[config.mk]
export PLATFORM = sky130hd
export DESIGN_NAME = flappy_game_ctrl
export DESIGN_NICKNAME = d
export VERILOG_FILES = /design/src/rtl/flappy_game_ctrl.sv
export SDC_FILE = /design/constraint.sdc
export NUM_CORES = 1
export LEC_CHECK = 0
export CORE_UTILIZATION = 45
export CTS_CLUSTER_DIAMETER = 150
export CTS_CLUSTER_SIZE = 40
export DETAILED_ROUTE_END_ITERATION = 7
export PLACE_DENSITY = 0.72
export SYNTH_ARGS = -nofsm -noshare
export SYNTH_HDL_FRONTEND = slang
export SYNTH_SLANG_ARGS = --single-unit
[constraint.sdc]
create_clock -name clk -period 4.8 [get_ports clk]
set_input_delay 0.96 -clock clk [delete_from_list [all_inputs] [get_ports clk]]
set_output_delay 0.96 -clock clk [all_outputs]
set_load 0.05 [all_outputs]
[src/rtl/flappy_game_ctrl.sv]
// flappy_game_ctrl: game sequencer for a flappy-bird style game. It paces gravity
// and pipe scrolling, gates the player key, detects collisions and keeps a BCD score.
`default_nettype none

module flappy_game_ctrl #(
  parameter int GRAV_DIV = 8,
  parameter int PIPE_DIV = 16
) (
  input  logic       clk,
  input  logic       reset,
  input  logic       press,
  input  logic [7:0] position,
  input  logic [7:0] pipe_col,
  output logic       cycle,
  output logic       pipe_shift,
  output logic       bird_press,
  output logic       bird_reset,
  output logic [1:0] game_state,
  output logic [7:0] score
);

  localparam logic [1:0] S_IDLE = 2'b00;
  localparam logic [1:0] S_PLAY = 2'b01;
  localparam logic [1:0] S_DEAD = 2'b10;

  localparam logic [7:0] c_GMAX = 8'(GRAV_DIV - 1);
  localparam logic [7:0] c_PMAX = 8'(PIPE_DIV - 1);

  logic [1:0] r_state;
  logic       r_press_q;
  logic [7:0] r_gcnt;
  logic [7:0] r_pcnt;
  logic       r_cycle;
  logic       r_pipe_shift;
  logic [7:0] r_score;

  logic [1:0] w_state_nxt;
  logic [7:0] w_gcnt_nxt;
  logic [7:0] w_pcnt_nxt;
  logic [7:0] w_score_inc;
  logic       w_rise;
  logic       w_collide;
  logic       w_score_evt;

  assign w_rise      = press & ~r_press_q;
  assign w_collide   = (r_state == S_PLAY) &&
                       (((position & pipe_col) != 8'h00) || (position == 8'h00));
  assign w_score_evt = (r_state == S_PLAY) && r_pipe_shift &&
                       (pipe_col != 8'h00) && !w_collide;

  // BCD increment; the caller guards saturation at 99.
  assign w_score_inc = (r_score[3:0] == 4'd9) ? {r_score[7:4] + 4'd1, 4'd0}
                                              : {r_score[7:4], r_score[3:0] + 4'd1};

  always_comb begin
    w_state_nxt = r_state;
    w_gcnt_nxt  = r_gcnt;
    w_pcnt_nxt  = r_pcnt;
    case (r_state)
      S_IDLE: begin
        w_gcnt_nxt = 8'd0;
        w_pcnt_nxt = 8'd0;
        if (w_rise) w_state_nxt = S_PLAY;
      end
      S_PLAY: begin
        w_gcnt_nxt = (r_gcnt >= c_GMAX) ? 8'd0 : r_gcnt + 8'd1;
        w_pcnt_nxt = (r_pcnt >= c_PMAX) ? 8'd0 : r_pcnt + 8'd1;
        if (w_collide) w_state_nxt = S_DEAD;
      end
      S_DEAD: begin
        if (w_rise) w_state_nxt = S_IDLE;
      end
      default: begin
        w_state_nxt = S_IDLE;
        w_gcnt_nxt  = 8'd0;
        w_pcnt_nxt  = 8'd0;
      end
    endcase
  end

  always_ff @(posedge clk) begin
    if (!reset) begin
      r_state      <= S_IDLE;
      r_press_q    <= 1'b0;
      r_gcnt       <= 8'd0;
      r_pcnt       <= 8'd0;
      r_cycle      <= 1'b0;
      r_pipe_shift <= 1'b0;
      r_score      <= 8'h00;
    end else begin
      r_state   <= w_state_nxt;
      r_press_q <= press;
      r_gcnt    <= w_gcnt_nxt;
      r_pcnt    <= w_pcnt_nxt;
      // Pulses are registered ahead so they line up with the counter's terminal value.
      r_cycle      <= (w_state_nxt == S_PLAY) && (w_gcnt_nxt == c_GMAX);
      r_pipe_shift <= (w_state_nxt == S_PLAY) && (w_pcnt_nxt == c_PMAX);
      if ((r_state == S_IDLE) && w_rise)
        r_score <= 8'h00;
      else if (w_score_evt && (r_score != 8'h99))
        r_score <= w_score_inc;
    end
  end

  assign cycle      = r_cycle;
  assign pipe_shift = r_pipe_shift;
  assign game_state = r_state;
  assign score      = r_score;
  assign bird_press = (r_state == S_PLAY) & press;
  assign bird_reset = (r_state != S_PLAY) && (r_state != S_DEAD);

endmodule

`default_nettype wire

## Word level (Yosys, flattened, before mapping)

Index checks and enable logic that the tools add are counted.

- Output and inout port bits: 14
- Input port bits: 19
- Bits in latches: 0
- Flip-flop bits (word level): 29
- RAM bits: 0
- Memories: 0
- Word-level logic and storage cells: 54
- Bits in read-only memories: 0

- $mul: 0
- Multiplexer cells: 9
- Equal/unequal tests: 9
- Add/sub/neg operators: 4
- Reductions and logical operators: 17
- Bitwise gates (word level): 5
- $lt $le $gt $ge: 2
- Shift-type cells: 0
- Div/mod/pow operators: 0

Operators with widths:

| operator | number |
|---|---|
| case mux 8 bit (2 select lines) | 2 |
| adder 8 x 1 -> 8 bit, second input constant | 2 |
| two-way mux 8 bit | 2 |
| nonzero test 8 bit | 2 |
| logical AND 1 bit | 9 |
| adder 4 x 1 -> 4 bit, second input constant | 2 |
| bitwise AND 8 bit | 1 |
| equality test 8 x 3 -> 1 bit, second input constant | 1 |
| equality test 8 x 4 -> 1 bit, second input constant | 1 |
| greater-or-equal comparator 8 x 3 -> 1 bit, second input constant | 1 |
| greater-or-equal comparator 8 x 4 -> 1 bit, second input constant | 1 |
| zero test 8 bit | 1 |
| inequality test 8 bit, second input constant | 1 |
| two-way mux 2 bit | 3 |
| case mux 2 bit (3 select lines) | 1 |
| equality test 2 x 1 -> 1 bit, second input constant | 2 |
| equality test 4 bit, second input constant | 1 |
| two-way mux 4 bit | 1 |
| bitwise AND 1 bit | 2 |
| equality test 2 bit, second input constant | 1 |
| zero test 2 bit | 1 |
| inequality test 2 x 1 -> 1 bit, second input constant | 1 |
| inequality test 2 bit, second input constant | 1 |
| inverter 1 bit | 2 |
| other kinds (4) | 4 |

## Longest topological paths before layout

- Word-level depth: 8
- Mapped depth: 8
- Gate-level depth less buffers: 7

## Worst setup path before layout

OpenSTA, ideal clock, no wires.

- Path type: register to output
- Start: register r_state[0] (netlist: game_state[0])
- End: output port bird_press
- Arrival time: 1.825 ns
- Stages on the path, launching flop included: 5
- Required time: 3.840 ns
- Slack: 2.015 ns
- Path buffers: 2
- Cell sequence: dfxtp_1 ha_1 clkbuf_1 clkbuf_1 and2_1

- Word-level cells in the longest chain between the ends: 2

RTL lines:

| item | RTL line | source |
|---|---|---|
| from (decl) | 29 | `logic [1:0] r_state;` |
| from (signal assigned) | 91 | `r_state <= w_state_nxt;` |
| equality test 2 x 1 -> 1 bit | 109 | `assign bird_press = (r_state == S_PLAY) & press;` |
| bitwise AND 1 bit | 109 |  |
| to (decl) | 16 | `output logic bird_press,` |

Every way passes these cells.

## Final worst setup path

- Start: input port press
- End: output port bird_press

- Word-level cells in the longest chain between the ends: 1

RTL lines:

| item | RTL line | source |
|---|---|---|
| from (decl) | 11 | `input logic press,` |
| bitwise AND 1 bit | 109 |  |

Every way passes these cells.

==> impl_metrics.toml <==
[outcome]
status = "complete, no violations"

[sta]
finalSetupTns_ns = 0
finalCritPeriodShare_pct = 69.7
slew_violations = 0
worst_slew_pin_slew_ns = 0.722
skew_ns = 0.00994
hold_violations = 0
grt_setup_unrepaired = "no"
slew_headroom_pct = 51.4
period_minus_slack_ns = 3.35
max_clock_freq_mhz = 299
setup_viol = 0

[floorplanning]
num_rows = 20
die_area_um2 = 3590
io_pins = 33
fp.dieW_um = 59.9
core_area_um2 = 3130
die_height_um = 59.9
start_util_pct = 48.2

[yosys]
synth_edf_count = 0
synth_area_leaders = "dfxtp_1, ha_1, and2_1"
yosysWarnings = 0
synthCells = 174
synth_seq_cells = 29
yosysMostFrequentCell = "dfxtp_1"
synth_cell_type_count = 41
synth_common_cells = "dfxtp_1, nand2_1, a21oi_1"
ys_seq_area_share_pct = 38.5
async_flop_share_pct = 0
syn_area_per_cell_um2 = 8.67
synth_area_um2 = 1510
netlist.area_leader.share_pct = 38.5
yosysTopAreaCell = "dfxtp_1"
synth_nets = 201
synthFlopType = "dfxtp_1"

[finish]
diodes = 0
utilization_pct = 63.0
area_growth_syn_to_layout_pct = 30.7
n_fill_cell = 276
nets = 236
drive_gt1_share_pct = 6.19

[routing]
viasPerCell = 5.65
vias = 1436
drc_errors = 0
drt_iter0_markers = 44
drt-pass1-iter-count = 4
wirelength_mm = 3.75
wl_per_cell_um = 14.8
ant_nets = 0

[global_route]
grt_max_degree = 18
antenna_found_initial = 0
grt_pass1_wl_mm = 5.95
grt_pass1_vias = 1426
track_usage_pct = 23.0
grt-ovfl-total = 0

[cts]
worst_skew_pair.late_latency_ns = 0.34
post_cts_buffers = 0
clk_pin_slew_worst_paths_ns = 0.10
cts_root_buf = "clkbuf_4"
cts.sinks = 29
cts_tree = "yes"
cts_buffer_depth = 2
holdBufCountCts = 0
htree_levels = 2
cts_resized = 0
cts_buffers = 5

[setup_path]
worst_path_max_delay_cell = "clkdlybuf4s50_1"
crit_arrival_ns = 2.39
crit_type = "in -> out"
path_cells = "clkdlybuf4s50_1 -> and2_1 -> clkdlybuf4s50_1"
max_stage_delay_ns = 0.80
cp-end-kind = "output pin"
path_buf_inv = 2
cp_common_cell = "clkdlybuf4s50_1"
startpoint_type = "input pin"
required_ns = 3.84
cp_max_fo = 4
crit_family = "buffers and inverters"

[pwr]
swShare_pct = 27.2
ir_worst_vdd_mv = 0.229
clkPwrFrac_pct = 41.0
power.switching_w = 0.000168
p_seq_share_pct = 40.1
cellPowerDensity_nw_per_um2 = 314
p_int_w = 0.000450
leakage_nw = 0.724
combPwrFrac_pct = 18.9

[placed_design]
dp_hpwl_mm = 2.82
gp_congestion = 0.765
port_buffers = 32

[min_path]
hold_path.class = "reg -> reg"

[job]
maxCapViolCount = 0
==> placed cells by master, fill, tap and decap left out, drive strengths merged, types with 2 or more instances in the layout <==
cell,instances
nor2,10
clkbuf,5
and2,14
dfxtp,29
nand4b,2
nor4,4
bufinv,2
nand3,2
clkdlybuf4s50,32
ha,8
or4,5
inv,5
and4b,2
and3,5
nand4,5
o21ai,8
nand2b,3
a31oi,3
nand2,20
mux2i,3
a22oi,6
nor3,2
nor2b,3
a21oi,15
o22ai,2
==> cell families after synthesis <==
logic type	Yosys count	synth area share [%]
xor+xnor	2	1.16
fa+ha+maj	8	6.63
buf+inv	9	2.24
compound gates	40	17.5
mux	3	1.99
flops	29	38.5
simple gates	83	32.0
==> power by group through the flow <==
| stage | Combinational (W) | Sequential [W] | Clock (W) |
|---|---|---|---|
| finish | 0.000117 | 0.000248 | 0.000253 |
| global route | 0.000128 | 0.000249 | 0.000267 |
| CTS | 0.000116 | 0.000248 | 0.000256 |
| detailed placement | 0.000116 | 0.000254 | 0 |
| global placement | 0.000113 | 0.000253 | 0 |
| floorplan | 0.0000671 | 0.000261 | 0 |
==> metrics by stage <==
| step | instances | setup slack, ns | cell area, um^2 | power [W] | hold WS (ns) |
|---|---|---|---|---|---|
| global placement | 246 | 1.45 | 1870 | 0.000366 | 0.444 |
| global route | 254 | 1.33 | 1970 | 0.000644 | 0.488 |
| detailed placement | 246 | 1.45 | 1870 | 0.000370 | 0.447 |
| floorplan | 174 | 2.01 | 1510 | 0.000328 | 0.430 |
| CTS | 254 | 1.45 | 1970 | 0.000620 | 0.478 |
| finish | 254 | 1.45 | 1970 | 0.000618 | 0.477 |
==> state kept, by name, summed over array words and instances (netlist names) <==
register,count
cycle,1
pipe_shift,1
r_press_q,1
game_state,2
r_gcnt,8
r_pcnt,8
score,8
==> cell type report <==
| type | instances | area [um^2] | area share [%] |
|---|---|---|---|
| clock inverters | 3 | 65.1 | 3.30 |
| clock buffers | 5 | 37.5 | 1.90 |
| inverters | 5 | 18.8 | 0.952 |
| well taps | 44 | 55.1 | 2.79 |
| repair buffers | 32 | 320 | 16.2 |
| flip-flops and latches | 29 | 581 | 29.4 |
| multi-input cells | 136 | 895 | 45.4 |
==> worst reg2reg max path, cell delays in order (launching register included) <==
cell,delay (ns)
dfxtp_1,0.38
inv_1,0.12
ha_1,0.51
and4b_1,0.41
a22oi_1,0.12
nor3_1,0.23
nor4bb_1,0.40
==> per-layer routing <==
layer / vias to the layer above / part of all wire (%) / GRT usage [%]
met5: - / 0 / 0
met4: 0 / 2.0 / 11.6
met3: 10 / 6.3 / 5.41
met2: 61 / 52 / 44.6
met1: 657 / 40 / 22.1
li1: 708 / - / -
==> path summary, 6_finish.rpt <==
path | startpoint | to | slack (ns) | depth (start not counted)
worst max-delay path | press | bird_press | 1.45 | 3
worst min-delay path | r_gcnt[4] | r_gcnt[4] | 0.48 | 1
worst max register to register | game_state[1] | cycle | 2.54 | 6
worst min register to register | r_gcnt[4] | r_gcnt[4] | 0.48 | 1
(Power assumes the default switching activity.)
